**src/rtl/receiver_pkg.sv**
```systemverilog
// receiver_pkg: shared UART state encoding, sampling constants and stop-bit codes
package receiver_pkg;
  typedef enum logic [1:0] {IDLE, START, DATA, STOP} state_t;
  localparam int OVERSAMPLE = 16;
  localparam logic [4:0] MID_SAMPLE = 5'd7;
  localparam logic [4:0] LAST_SAMPLE = 5'd15;
  localparam logic [1:0] STOP_1 = 2'b00;
  localparam logic [1:0] STOP_1_ALT = 2'b01;
  localparam logic [1:0] STOP_1_5 = 2'b10;
  localparam logic [1:0] STOP_2 = 2'b11;
  function automatic logic [3:0] eff_len(input logic [3:0] l);
    return (l >= 4'd6 && l <= 4'd9) ? l : 4'd9;
  endfunction
endpackage

```
**src/rtl/receiver_rx_sync.sv**
```systemverilog
// receiver_rx_sync: two-flop synchronizer for the RX line plus falling-edge detect
module receiver_rx_sync (
  input  logic baud_clock,
  input  logic reset,
  input  logic d,
  output logic rxs,
  output logic fall
);
  logic s1, prev;
  // idle-high line: all stages reset to 1 so reset never looks like a start edge
  always_ff @(posedge baud_clock or negedge reset)
    if (!reset) {s1, rxs, prev} <= 3'b111;
    else {s1, rxs, prev} <= {d, s1, rxs};
  assign fall = prev && !rxs;
endmodule

```
**src/rtl/receiver.sv**
```systemverilog
// receiver: 16x-oversampled UART RX with held output word, valid/ack handshake and RTS
module receiver
  import receiver_pkg::*;
(
  input  logic       baud_clock,
  input  logic       reset,
  input  logic       serial_data_in,
  input  logic [3:0] data_length,
  input  logic [1:0] num_stop_bit,
  input  logic       MCR1,
  input  logic       data_ack,
  output logic [8:0] data_out,
  output logic       rx_valid,
  output logic       framing_error,
  output logic       overrun_error,
  output logic       n_RTS
);
  state_t state;
  logic [4:0] cnt;
  logic [3:0] bit_cnt;
  logic [8:0] sh;
  logic stop_bad, rxs, fall, last, commit, take, rv_n;
  logic [3:0] n;

  receiver_rx_sync u_sync (.baud_clock(baud_clock), .reset(reset), .d(serial_data_in), .rxs(rxs), .fall(fall));

  assign n = eff_len(data_length);
  assign last = cnt == LAST_SAMPLE;
  // final stop sample: the second one in two-stop mode, otherwise the first
  assign commit = MCR1 && state == STOP && last && (num_stop_bit != STOP_2 || bit_cnt == 4'd1);
  assign take = commit && (!rx_valid || data_ack);
  assign rv_n = take || (rx_valid && !data_ack);

  // frame FSM plus output word, handshake and error flags
  always_ff @(posedge baud_clock or negedge reset)
    if (!reset) begin
      state <= IDLE;
      cnt <= '0;
      bit_cnt <= '0;
      sh <= '0;
      stop_bad <= 1'b0;
      data_out <= '0;
      rx_valid <= 1'b0;
      framing_error <= 1'b0;
      overrun_error <= 1'b0;
      n_RTS <= 1'b1;
    end else begin
      rx_valid <= rv_n;
      n_RTS <= !(MCR1 && !rv_n);
      if (take) begin
        data_out <= sh;
        framing_error <= stop_bad || !rxs;
      end
      if (commit && !take) overrun_error <= 1'b1;
      else if (data_ack) overrun_error <= 1'b0;
      if (!MCR1) begin
        state <= IDLE;
        cnt <= '0;
        bit_cnt <= '0;
      end else begin
        cnt <= cnt + 5'd1;
        case (state)
          IDLE: begin
            cnt <= '0;
            if (fall) state <= START;
          end
          START: if (cnt == MID_SAMPLE) begin
            cnt <= '0;
            bit_cnt <= '0;
            sh <= '0;
            stop_bad <= 1'b0;
            state <= rxs ? IDLE : DATA;
          end
          DATA: if (last) begin
            cnt <= '0;
            if (bit_cnt == n - 4'd1) begin
              sh[8] <= rxs;
              bit_cnt <= '0;
              state <= STOP;
            end else begin
              sh[bit_cnt] <= rxs;
              bit_cnt <= bit_cnt + 4'd1;
            end
          end
          STOP: if (last) begin
            cnt <= '0;
            stop_bad <= !rxs;
            bit_cnt <= 4'd1;
            if (commit) state <= IDLE;
          end
        endcase
      end
    end
endmodule

```
**config.mk**
```make
export PLATFORM = sky130hd
export DESIGN_NAME = receiver
export DESIGN_NICKNAME = d
export VERILOG_FILES = /design/src/rtl/receiver_pkg.sv /design/src/rtl/receiver_rx_sync.sv /design/src/rtl/receiver.sv
export SDC_FILE = /design/constraint.sdc
export NUM_CORES = 1
export LEC_CHECK = 0
export CAP_MARGIN = 10
export CELL_PAD_IN_SITES_DETAIL_PLACEMENT = 1
export CELL_PAD_IN_SITES_GLOBAL_PLACEMENT = 1
export CORE_ASPECT_RATIO = 1.75
export CORE_MARGIN = 1
export CORE_UTILIZATION = 43
export CTS_CLUSTER_SIZE = 14
export DETAILED_ROUTE_END_ITERATION = 7
export PLACE_DENSITY = 0.88
export SLEW_MARGIN = 15
export SYNTH_ARGS = -nofsm -noshare
export SYNTH_HDL_FRONTEND = slang
export SYNTH_SLANG_ARGS = --single-unit
```
**constraint.sdc**
```tcl
create_clock -name baud_clock -period 3.4 [get_ports baud_clock]
set_clock_uncertainty 0.15 [all_clocks]
set_input_delay 0.85 -clock baud_clock [delete_from_list [all_inputs] [get_ports baud_clock]]
set_output_delay 0.85 -clock baud_clock [all_outputs]
set_load 0.005 [all_outputs]
```
# ---- Word level (Yosys, flattened, before mapping)
# Index checks and enable logic that the tools add are counted.
dict set report word_totals {
  register_bits 37
  inputBits 11
  out_inout_bits 13
  wordCells 103
}
dict set report op_classes {
  reduce_logical 30
  order_cmp 4
  eq_ne 19
  addsub 3
  n_mux 33
}
# cell n
set op_table {}
lappend op_table {{$mux 4} 6}
lappend op_table {{$mux 9} 2}
lappend op_table {{$ne 3x3->1 const B} 6}
lappend op_table {{$pmux 9 s2} 1}
lappend op_table {{$mux 2} 8}
lappend op_table {{$mux 5} 3}
lappend op_table {{$pmux 5 s3} 1}
lappend op_table {{$pmux 4 s3} 1}
lappend op_table {{$reduce_and 4->1} 3}
lappend op_table {{$logic_and 1x1->1} 10}
lappend op_table {{$ne 2x2->1 const B} 5}
lappend op_table {{$bwmux 9} 1}
lappend op_table {{$mux 8} 1}
lappend op_table {{$pmux 2 s4} 1}
lappend op_table {{$logic_not 1->1} 6}
lappend op_table {{$mux 1} 6}
lappend op_table {{$reduce_and 6->1} 1}
lappend op_table {{$reduce_bool 2->1} 3}
lappend op_table {{$add 5x1->5 const B} 1}
lappend op_table {{$eq 5x3->1 const B} 1}
lappend op_table {{$eq 5x4->1 const B} 1}
lappend op_table {{$lt 4x5->1 const B} 1}
lappend op_table {{$reduce_and 5->1} 1}
lappend op_table {{$add 4x1->4 const B} 1}
lappend op_table {{14 further kinds} 18}

# ---- Depth between registers and ports, before layout
# Gate-level depths: netlist of the first run.
dict set report depth {
  word_depth 9
  ltp_mapped 11
  mapped_depth_nobuf 10
}

# ---- Modules after synthesis
# A second synthesis of the first run with hierarchy kept.
dict set report unflattened {
  cells_unflattened 205
  hier_area_um2 2139.6
}
# module area_per_inst_um2 cells_per_inst n_inst seq_area_each_um2
set by_module_without_submodules {}
lappend by_module_without_submodules {receiver 2047.0 201 1 852.1}
lappend by_module_without_submodules {receiver_rx_sync 92.6 4 1 78.8}

# ---- Worst setup path before layout of the first run
# OpenSTA, ideal clock, no wires.
dict set report synth_timing {
  path_kind {input to register}
  from {input data_length[2]}
  to {register sh[2]}
  setup_ns 0.080
  n_path_buf 2
  path_stages 10
  arrival_ns 2.901
  required_time_ns 3.170
  slack_ns 0.270
  path_cell_list {or3b_1 > a21oi_1 > ha_1 > xnor2_1 > nor4_4 > o21ba_1 > buf_6 > or3_1 > buf_6 > o22ai_2}
}
dict set report synth_between {
  elab_chain_cells 7
  word_cells_on_any_way 8
  classes_between {add/sub (1); order compare (2); eq/ne (2); mux (1); reduce/logical (2)}
}
# element line
set synth_lines {}
lappend synth_lines {{start: declaration} receiver.sv:8} ;# input logic [3:0] data_length,
lappend synth_lines {{$ge 4x3->1 or $le 4x4->1 (tied branches)} receiver_pkg.sv:12} ;# return (l >= 4'd6 && l <= 4'd9) ? l : 4'd9;
lappend synth_lines {{$logic_and 1x1->1} receiver_pkg.sv:12}
lappend synth_lines {{$mux 4 *} receiver_pkg.sv:12}
lappend synth_lines {{$sub 4x1->4 *} receiver.sv:76} ;# if (bit_cnt == n - 4'd1) begin
lappend synth_lines {{$eq 4x4->1 *} receiver.sv:76}
lappend synth_lines {{$ne 2x2->1 (no source line) *} --}
lappend synth_lines {{$reduce_and 5->1 (no source line) *} --}
lappend synth_lines {{end signal: indexed assignment} receiver.sv:81} ;# sh[bit_cnt] <= rxs;
lappend synth_lines {{end: declaration} receiver.sv:21} ;# logic [8:0] sh;
# Every way passes the cells marked *; elsewhere a longest branch is shown, timed or not.
# A chain may end at the register's enable or synchronous reset.

# ---- Worst setup path after layout of the first run
dict set report layout_timing {
  from {input data_length[2]}
  to {register state[1]}
}
dict set report layout_between {
  elab_chain_cells 7
  word_cells_on_any_way 8
  classes_between {add/sub (1); order compare (2); eq/ne (2); mux (1); reduce/logical (2)}
}
# element line
set layout_lines {}
lappend layout_lines {{$ge 4x3->1 or $le 4x4->1 (tied branches)} receiver_pkg.sv:12}
lappend layout_lines {{$logic_and 1x1->1} receiver_pkg.sv:12}
lappend layout_lines {{$mux 4 *} receiver_pkg.sv:12}
lappend layout_lines {{$sub 4x1->4 *} receiver.sv:76}
lappend layout_lines {{$eq 4x4->1 *} receiver.sv:76}
lappend layout_lines {{$ne 3x3->1 (no source line) *} --}
lappend layout_lines {{$reduce_and 6->1 (no source line) *} --}
lappend layout_lines {{end signal: assignment} receiver.sv:72} ;# state <= rxs ? IDLE : DATA;
lappend layout_lines {{end: declaration} receiver.sv:18} ;# state_t state;
# Marked as above.

==> results of run 1 <==
[registers in the layout (all words and copies together) (netlist names)]
register and cells:
cnt 5, bit_cnt 4, u_sync.prev 1, data_out 9
overrun_error 1, stop_bad 1, rx_valid 1, sh 9
state 2, n_RTS 1, u_sync.s1 1, framing_error 1
u_sync.rxs 1
[per-layer routing]
layer  share of wire (%)  up-vias
met5                   0        -
met4                 2.6        0
met3                 2.1       11
met2                  57       24
met1                  39      802
li1                    -      791
[worst min path at each step]
stage	slack [ns]	depth (start not counted)	start	endpoint
2_1_floorplan	0.20	0	u_sync.s1	u_sync.rxs
3_3_place_gp	0.20	0	u_sync.s1	u_sync.rxs
3_5_place_dp	0.20	0	u_sync.s1	u_sync.rxs
4_1_cts	0.21	0	u_sync.s1	u_sync.rxs
5_1_grt	0.22	0	u_sync.s1	u_sync.rxs
6_report	0.21	0	u_sync.s1	u_sync.rxs
[worst register-to-register path: stages (launching register included)]
cell and delay (ns):
sky130_fd_sc_hd__dfrtp_1 0.37, sky130_fd_sc_hd__ha_1 0.23, sky130_fd_sc_hd__nand3_1 0.13, sky130_fd_sc_hd__inv_1 0.08
sky130_fd_sc_hd__ha_1 0.31, sky130_fd_sc_hd__o21ba_2 0.22, sky130_fd_sc_hd__a21oi_1 0.29, sky130_fd_sc_hd__o21ai_0 0.34
sky130_fd_sc_hd__nor4_1 0.30, sky130_fd_sc_hd__o21ai_0 0.13, sky130_fd_sc_hd__a21boi_0 0.15
[what timing repair did]
| action | CTS | global route |
|---|---|---|
| gates resized for setup | 1 | 1 |
| setup endpoints to repair | 1 | 8 |
| hold buffers | 0 | 0 |
| pin swaps | 0 | 1 |
[layout make-up]
type | count | area share (%)
Timing Repair Buffer | 32 | 11.7
Sequential cell | 37 | 36.9
Clock buffer | 7 | 3.82
Multi-Input combinational cell | 146 | 41.9
Tap cell | 52 | 2.58
Inverter | 19 | 2.83
Clock inverter | 1 | 0.199
[power groups by stage]
stage | combinational [uW] | clock (uW) | sequential, uW
floorplan | 65.0 | 0 | 461
global placement | 112 | 0 | 461
detailed placement | 117 | 0 | 462
CTS | 119 | 347 | 453
global route | 133 | 361 | 454
finish | 118 | 338 | 454
[synthesized netlist by cell type, drive strengths merged (3+ instances only)]
library cell   n
a21boi         5
a21oi         12
clkbuf         5
dfrtp         33
dfstp          4
ha            13
inv           19
mux2           3
mux2i          3
nand2         24
nand2b         3
nand3          7
nor2          12
o21ai         17
o22ai          6
xnor2          3
[cells by family (layout without fill, tap and decap cells)]
kind of cell,count (synthesis),in the layout
AOI/OAI and AO/OA,54,54
DFF,37,37
adders and majority gates,13,13
buffers and inverters,26,59
muxes,6,6
and+or+nand+nor,68,68
xor gates and xnor gates,5,5
[metrics by stage]
step                      setup WS, ns  hold slack, ns  area (um^2)  TNS (ns)  util [%]
after floorplan                  0.270           0.195         2100         0         -
after global placement          -0.177           0.196         2410     -1.40      51.7
after detailed placement        -0.272           0.200         2410     -2.41      51.7
after CTS                       0.0863           0.211         2520         0      54.0
after global routing           0.00588           0.216         2520         0      54.0
final                            0.178           0.209         2520         0      54.0
[placed cells by master (no fill, tap or decap), drive strengths merged, types with 5 or more instances in the layout]
cell and instances:
clkdlybuf4s50 21, o22ai 6, a21boi 5, nor2 12
nand2 24, buf 10, inv 19, clkbuf 7
nand3 7, ha 13, dfrtp 33, a21oi 12
o21ai 17
==> impl_results.rst, run 1 <==
.. list-table::
   :header-rows: 1

   * - Metric
     - Value
   * - Combined buffer and inverter count along the critical path
     - 2
   * - DR WL/cell
     - 16.0 um
   * - Wire length of the first global-routing pass
     - 7940 um
   * - WS Path Type
     - in -> reg
   * - Main combinational cell family by area after synthesis
     - simple AND/OR/NAND/NOR gates
   * - Number of synthesized flops with an enable pin
     - 0
   * - Routed vias
     - between 1.5k and 2k
   * - Final ANT Viol Nets
     - 0
   * - R2r endpoint
     - bit_cnt[3]
   * - DRT Wirelength
     - between 4000 and 5000 um
   * - Maximum fanout along the worst path
     - 4
   * - Synthesized-area fraction occupied by adder cells
     - a little under 8%
   * - Final antenna diode count
     - 0
   * - Placer congestion estimate
     - 0.835
   * - Maxcap violations
     - 0
   * - Number of post-CTS setup repair buffers
     - 0
   * - Multiplexer fraction of the synthesized cell area
     - under 10%
   * - Combined flip-flop and latch cell area
     - 931 um^2
   * - Count of placed standard cells in the final layout, fillers left out
     - between 200 and 300
   * - First-pass DRT Iterations
     - 3
   * - Sort of element at the start of the critical path
     - primary input
   * - Seq cells post-synth
     - 37
   * - Switch share
     - between 20% and 30%
   * - Worst-Margin Slew
     - between 0.8 and 0.9 ns
   * - Final Hold Viols
     - 0
   * - Largest stage delay, worst path
     - about 0.42 ns
   * - Area used by multi-input combinational logic
     - about 0.0011 mm^2
   * - Total placed cells including tap cells
     - roughly 290
   * - RSZ-0062 raised after global routing
     - no
   * - Per-instance average area after synthesis
     - around 10 um^2
   * - Area delta synth->final
     - 20.2%
   * - Overflow after GRT
     - 0
   * - Clock transition time at the flip-flop clock pins of the worst setup and hold paths
     - around 0.07 ns
   * - Met2 Resource Use GR
     - a little under two fifths
   * - Switching power summed over all nets
     - about 230 uW
   * - Total of warnings raised by yosys
     - 0
   * - X dimension of the die
     - between 50 and 60 um
   * - CTS tree
     - yes
   * - GR Util All Layers
     - a little over a fifth
   * - Synthesized Nets
     - between 200 and 250
   * - Reg-to-reg setup timing slack
     - between 0.6 and 0.7 ns
   * - Total die area
     - 0.00517 mm^2
   * - Sequential cell area fraction in the yosys report
     - between 40 and 50%
   * - Reg2reg start
     - cnt[0]
   * - Std cell rows
     - 33
   * - Max-slew headroom
     - approximately 44%
   * - Worst Reg2Reg Path Length in Cells
     - 10
   * - M3 GR Usage
     - 4.51%
   * - Number of different library cells in the post-synthesis netlist
     - 52
   * - Number of buffers inserted during clock tree synthesis
     - 5
   * - Antenna violations before repair
     - 0
   * - Via density per instance
     - about 5.5
   * - Fin nets
     - around 270
   * - Final Max Tran Viols
     - 0
   * - Vias in the first global route
     - 1745
   * - Largest net degree at the start of global routing
     - 38
   * - CTS Buffer Depth
     - 2
   * - WP depth
     - 10
   * - Cell accounting for the most synthesized area
     - sky130_fd_sc_hd__dfrtp_1
   * - Share of post-route cells with drive strength above 1
     - a little under a fifth
   * - Leakage dissipation
     - between 0.001 and 0.0015 uW
   * - Global-route met1 utilization
     - approximately 22%
   * - Worst path top cell family by delay
     - simple AND/OR/NAND/NOR gates
   * - Final HPWL from detailed placement
     - between 3000 and 4000 um
   * - Status
     - finished, final reports clean
   * - Post-route DRC
     - 0
   * - Most used flip-flop cell after synthesis
     - sky130_fd_sc_hd__dfrtp_1
   * - Sort of element at the end of the critical path
     - flip-flop
   * - Std-Cell Core Area
     - between 0.004 and 0.005 mm^2
   * - Buffers on Ports
     - 23
   * - Iteration-0 DRC count of the detailed router
     - 15
   * - Num ports
     - 24
   * - Cell count after synthesis
     - 209
   * - Count of filler cells inserted in the layout
     - 530
   * - Total number of clock tree sinks
     - 37
   * - List of cells traversed by the critical path
     - clkdlybuf4s50_1 > or3b_1 > a21oi_1 > ha_1 > xnor2_1 > nor4_4 > buf_4 > a21oi_2 > or3_1 > mux2i_1
   * - Clock share of power
     - between 30% and 40%
   * - Fraction of the mapped netlist area in simple logic gates
     - 18.8%
   * - Endpoint of the worst setup timing path
     - state[1]
   * - Share of the clock period used by the worst path after layout
     - between 90% and 100%
   * - Area share of xor/xnor cells in the synthesized design
     - 2.09%
   * - Internal power
     - roughly 680 uW
   * - Compound-cell area share of the yosys netlist
     - 18.5%
   * - Count of final setup violators
     - 0
   * - Required time of the critical path
     - 3.43 ns
   * - Later-pin clock latency in the skew report
     - between 0.2 and 0.3 ns
   * - Most Crowded Layer GR
     - met2
   * - Reg power frac
     - between 40% and 50%
   * - Async set or reset register ratio after synthesis
     - 100%
   * - Start point of the critical path
     - data_length[2]
   * - Fin crit period
     - approximately 3.2 ns
   * - Fraction of power consumed by combinational cells
     - a little over an eighth
   * - Number of levels in the clock H-tree
     - 2
   * - Overall power after layout
     - between 900 and 1000 uW
   * - Tightest Hold Check Type
     - reg -> reg
   * - Peak supply drop
     - 0.286 mV
   * - Synth area leaders
     - sky130_fd_sc_hd__dfrtp_1 39%, sky130_fd_sc_hd__ha_1 7.8%, sky130_fd_sc_hd__dfstp_2 5.0%
   * - Overall die height
     - ~94 um
   * - Critical path data arrival time
     - roughly 3.3 ns
   * - Post-synthesis cell area
     - approximately 0.0021 mm^2
   * - Root buffer cell
     - sky130_fd_sc_hd__clkbuf_8
   * - Starting utilization of the core area
     - between 40% and 50%
   * - Post-synth top area share
     - roughly 40%
   * - Slowest CP cell
     - sky130_fd_sc_hd__clkdlybuf4s50_1
   * - Highest clock rate
     - 310 MHz
   * - PD cells
     - 361 mW/mm^2
Note: power is estimated with default switching activity, not from simulation.
==> run 2: changes to the inputs <==
ABC_AREA = 1   (was default)
CORE_UTILIZATION = 40   (was 43)
PLACE_DENSITY = 0.87   (was 0.88)
SYNTH_HIERARCHICAL = 1   (was default)
==> run 2 against run 1 <==
Worst hold slack better by 0.0061 ns. Utilization shrank 5.0 points. Worst setup slack improved by 0.22 ns. Synthesized area is 3.0% higher. Critical path depth rose by 9. Cell area is 1.3% higher. Routed wire length grew 12%. Clock-buffer cell count is the same. Die area increased by 10%. Highest routed layer unchanged. The run now ends with design-rule violations left. Largest cell class unchanged. Sequential share of layout area is 0.47 points lower.
==> impl_results.rst, run 2 <==
.. list-table::
   :header-rows: 1

   * - Metric
     - Value
   * - Overall die height
     - roughly 99 um
   * - End point of the worst hold path
     - u_sync/rxs
   * - Violated checks
     - design-rule violations
   * - Starting utilization of the core area
     - 41.5%
   * - Status
     - complete, but fails checks
   * - Number of buffers inserted during clock tree synthesis
     - 5
   * - Total die area
     - ~0.0057 mm^2
   * - Number of levels in the clock H-tree
     - 2
   * - Count of final setup violators
     - 0
   * - R2r endpoint
     - sh[1]
   * - Cell accounting for the most synthesized area
     - sky130_fd_sc_hd__dfrtp_1
   * - Count of cells resized by post-cts repair
     - 0
   * - Later-pin clock latency in the skew report
     - ~0.29 ns
   * - DR WL/cell
     - 14.5 um
   * - WS Path Type
     - in -> reg
   * - Std-Cell Core Area
     - 0.00521 mm^2
   * - Final Hold Viols
     - 0
   * - Worst Hold Launch
     - u_sync/s1
   * - Overflow after GRT
     - 0
   * - Share of post-route cells with drive strength above 1
     - roughly a tenth
   * - Final Max Tran Viols
     - 0
   * - Maximum fanout along the worst path
     - 8
   * - Total number of clock tree sinks
     - 37
   * - Leading post-synthesis cells by instance count
     - 85 x sky130_fd_sc_hd__nand2_1, 34 x sky130_fd_sc_hd__inv_1, 33 x sky130_fd_sc_hd__dfrtp_1
   * - Reg2reg start
     - state[0]
   * - Post-synthesis cell area
     - ~0.0022 mm^2
   * - Root buffer cell
     - sky130_fd_sc_hd__clkbuf_8
   * - Placer congestion estimate
     - between 0.7 and 0.8
   * - Antenna violations before repair
     - 0
   * - Synthesized Nets
     - just over 300
   * - Critical path data arrival time
     - between 3 and 4 ns
   * - Post-route DRC
     - 1
   * - Post-CTS Hold Fix Bufs
     - 0
   * - Cell count after synthesis
     - 280
   * - PD cells
     - approximately 400 mW/mm^2
   * - Buffers on Ports
     - 23
   * - Seq cells post-synth
     - 37
   * - Depth of the worst hold-timing path
     - 0
   * - Reg-to-reg setup timing slack
     - roughly 1.0 ns
   * - First-pass DRT Iterations
     - 8
   * - Clock transition time at the flip-flop clock pins of the worst setup and hold paths
     - 0.08 ns
   * - Worst-Margin Slew
     - 0.834 ns
   * - Top Registers
     - data_out: 9 flops, sh: 9 flops, cnt: 5 flops
   * - Maxcap violations
     - 0
   * - Vias in the first global route
     - between 2k and 2.5k
   * - Sequential cell area fraction in the yosys report
     - between 40% and 50%
   * - Sum of negative setup slack
     - 0 ns
   * - Routed vias
     - about 1.9k
   * - Worst Reg2Reg Path Length in Cells
     - 8
   * - Most used flip-flop cell after synthesis
     - sky130_fd_sc_hd__dfrtp_1
   * - Number of different library cells in the post-synthesis netlist
     - 30
   * - Sort of element at the start of the critical path
     - primary input
   * - Peak supply drop
     - between 0.15 and 0.2 mV
   * - Final ANT Viol Nets
     - 0
   * - Largest net degree at the start of global routing
     - 38
   * - DRT Wirelength
     - between 5000 and 6000 um
   * - Required time of the critical path
     - about 3.4 ns
   * - X dimension of the die
     - around 58 um
   * - Fin crit period
     - roughly 3.0 ns
   * - Final HPWL from detailed placement
     - just over 4000 um
   * - Hold slack final
     - ~0.21 ns
   * - Std cell rows
     - 35
   * - Final antenna diode count
     - 0
   * - Top library cells by usage in the layout, fill and taps aside
     - 85 x sky130_fd_sc_hd__nand2_1, 34 x sky130_fd_sc_hd__inv_1, 33 x sky130_fd_sc_hd__dfrtp_1
   * - Wire length of the first global-routing pass
     - between 9000 and 10000 um
   * - Area delta synth->final
     - 18.2%
   * - Number of post-CTS setup repair buffers
     - 0
   * - Async set or reset register ratio after synthesis
     - between 90% and 100%
   * - Total of warnings raised by yosys
     - 6
   * - Leakage dissipation
     - between 0.001 and 0.0015 uW
   * - Tightest Hold Check Type
     - reg -> reg
   * - CTS Buffer Depth
     - 2
   * - Highest clock rate
     - between 300 and 400 MHz
   * - CTS tree
     - yes
   * - GR Util All Layers
     - approximately a fifth
   * - Most common cell in the synthesized netlist
     - sky130_fd_sc_hd__nand2_1
   * - Number of synthesized flops with an enable pin
     - 0
   * - RSZ-0062 raised after global routing
     - no
   * - Num ports
     - 24
   * - Most common library cell in the layout ignoring fill and taps
     - sky130_fd_sc_hd__nand2_1
   * - Per-instance average area after synthesis
     - 7.72 um^2
   * - Via density per instance
     - ~5.3
   * - Sort of element at the end of the critical path
     - flip-flop
   * - Iteration-0 DRC count of the detailed router
     - 34
   * - Max-slew headroom
     - 44.4%
   * - Fin nets
     - about 330
   * - Share of the clock period used by the worst path after layout
     - around nine tenths
   * - Synth area leaders
     - sky130_fd_sc_hd__dfrtp_1 38%, sky130_fd_sc_hd__nand2_1 15%, sky130_fd_sc_hd__ha_1 7.5%
   * - Post-synth top area share
     - a little under two fifths
[run 2: logic make-up (layout without fill, tap and decap cells)]
family                   count (synthesis)  count (layout)  share of synthesized area (%)
AND/OR/NAND/NOR                        164             164                           34.7
buffers and inverters                   43              71                           7.93
flip-flops                              37              37                           43.1
AO/OA/AOI/OAI                           19              19                           5.10
adder cells (fa/ha/maj)                 13              13                           7.53
XOR/XNOR                                 4               4                           1.62
[run 2: worst max path at each step]
| stage | start | to | slack [ns] |
|---|---|---|---|
| 6_report | data_length[3] | sh[4] | 0.40 |
| 5_1_grt | data_length[3] | sh[4] | 0.16 |
| 4_1_cts | data_length[3] | sh[4] | 0.39 |
| 3_5_place_dp | data_length[3] | sh[4] | 0.09 |
| 3_3_place_gp | data_length[3] | sh[4] | 0.28 |
| 2_1_floorplan | data_length[3] | sh[0] | 0.96 |
[run 2: layout make-up]
type                            instances  area (um^2)
Inverter                               39          146
Sequential cell                        37          931
Clock inverter                          1         30.0
Clock buffer                            7         86.3
Fill cell                             646         2660
Multi-Input combinational cell        200         1060
Tap cell                               55         68.8
Timing Repair Buffer                   24          233
[run 2: through the flow]
stage | power (uW) | std cells | utilization (%) | worst slack, ns | instance area (um^2)
global route | 1070 | 363 | 49.0 | 0.157 | 2550
global placement | 629 | 355 | 46.8 | 0.278 | 2440
floorplan | 580 | 280 | - | 0.964 | 2160
finish | 1020 | 363 | 49.0 | 0.402 | 2550
detailed placement | 633 | 355 | 46.8 | 0.0877 | 2440
CTS | 1040 | 363 | 49.0 | 0.394 | 2550
[run 2: metal layers]
metal  global-route usage (%)  part of all wire, %  vias to the layer above
met3                     3.51                  1.3                       13
met2                     38.7                   58                       25
met5                        0                    0                        -
met4                     9.94                  2.8                        0
met1                     20.3                   38                      922
li1                         -                    -                      949
[run 2: report_power, final]
| part | total, uW | leakage, uW | switching (uW) | internal [uW] |
|---|---|---|---|---|
| Sequential | 457 | 0.000500 | 7.91 | 449 |
| Clock | 399 | 0.0000585 | 160 | 239 |
| Combinational | 168 | 0.000710 | 115 | 53.7 |
| Total | 1020 | 0.00127 | 283 | 742 |
[run 2: critical path, stage by stage]
cell                              delay [ns]
sky130_fd_sc_hd__clkdlybuf4s50_1        0.51
sky130_fd_sc_hd__inv_1                  0.07
sky130_fd_sc_hd__nand3_2                0.10
sky130_fd_sc_hd__o21ai_1                0.09
sky130_fd_sc_hd__nand2_1                0.08
sky130_fd_sc_hd__inv_1                  0.05
sky130_fd_sc_hd__ha_1                   0.20
sky130_fd_sc_hd__inv_1                  0.06
sky130_fd_sc_hd__nand2_1                0.07
sky130_fd_sc_hd__nand2_1                0.08
sky130_fd_sc_hd__nand2_1                0.06
sky130_fd_sc_hd__nand2_1                0.06
sky130_fd_sc_hd__nand2_1                0.06
sky130_fd_sc_hd__nor2_2                 0.14
sky130_fd_sc_hd__nand2_2                0.12
sky130_fd_sc_hd__nand2_4                0.11
sky130_fd_sc_hd__nand2_2                0.13
sky130_fd_sc_hd__nand4_1                0.13
sky130_fd_sc_hd__nand2_1                0.06
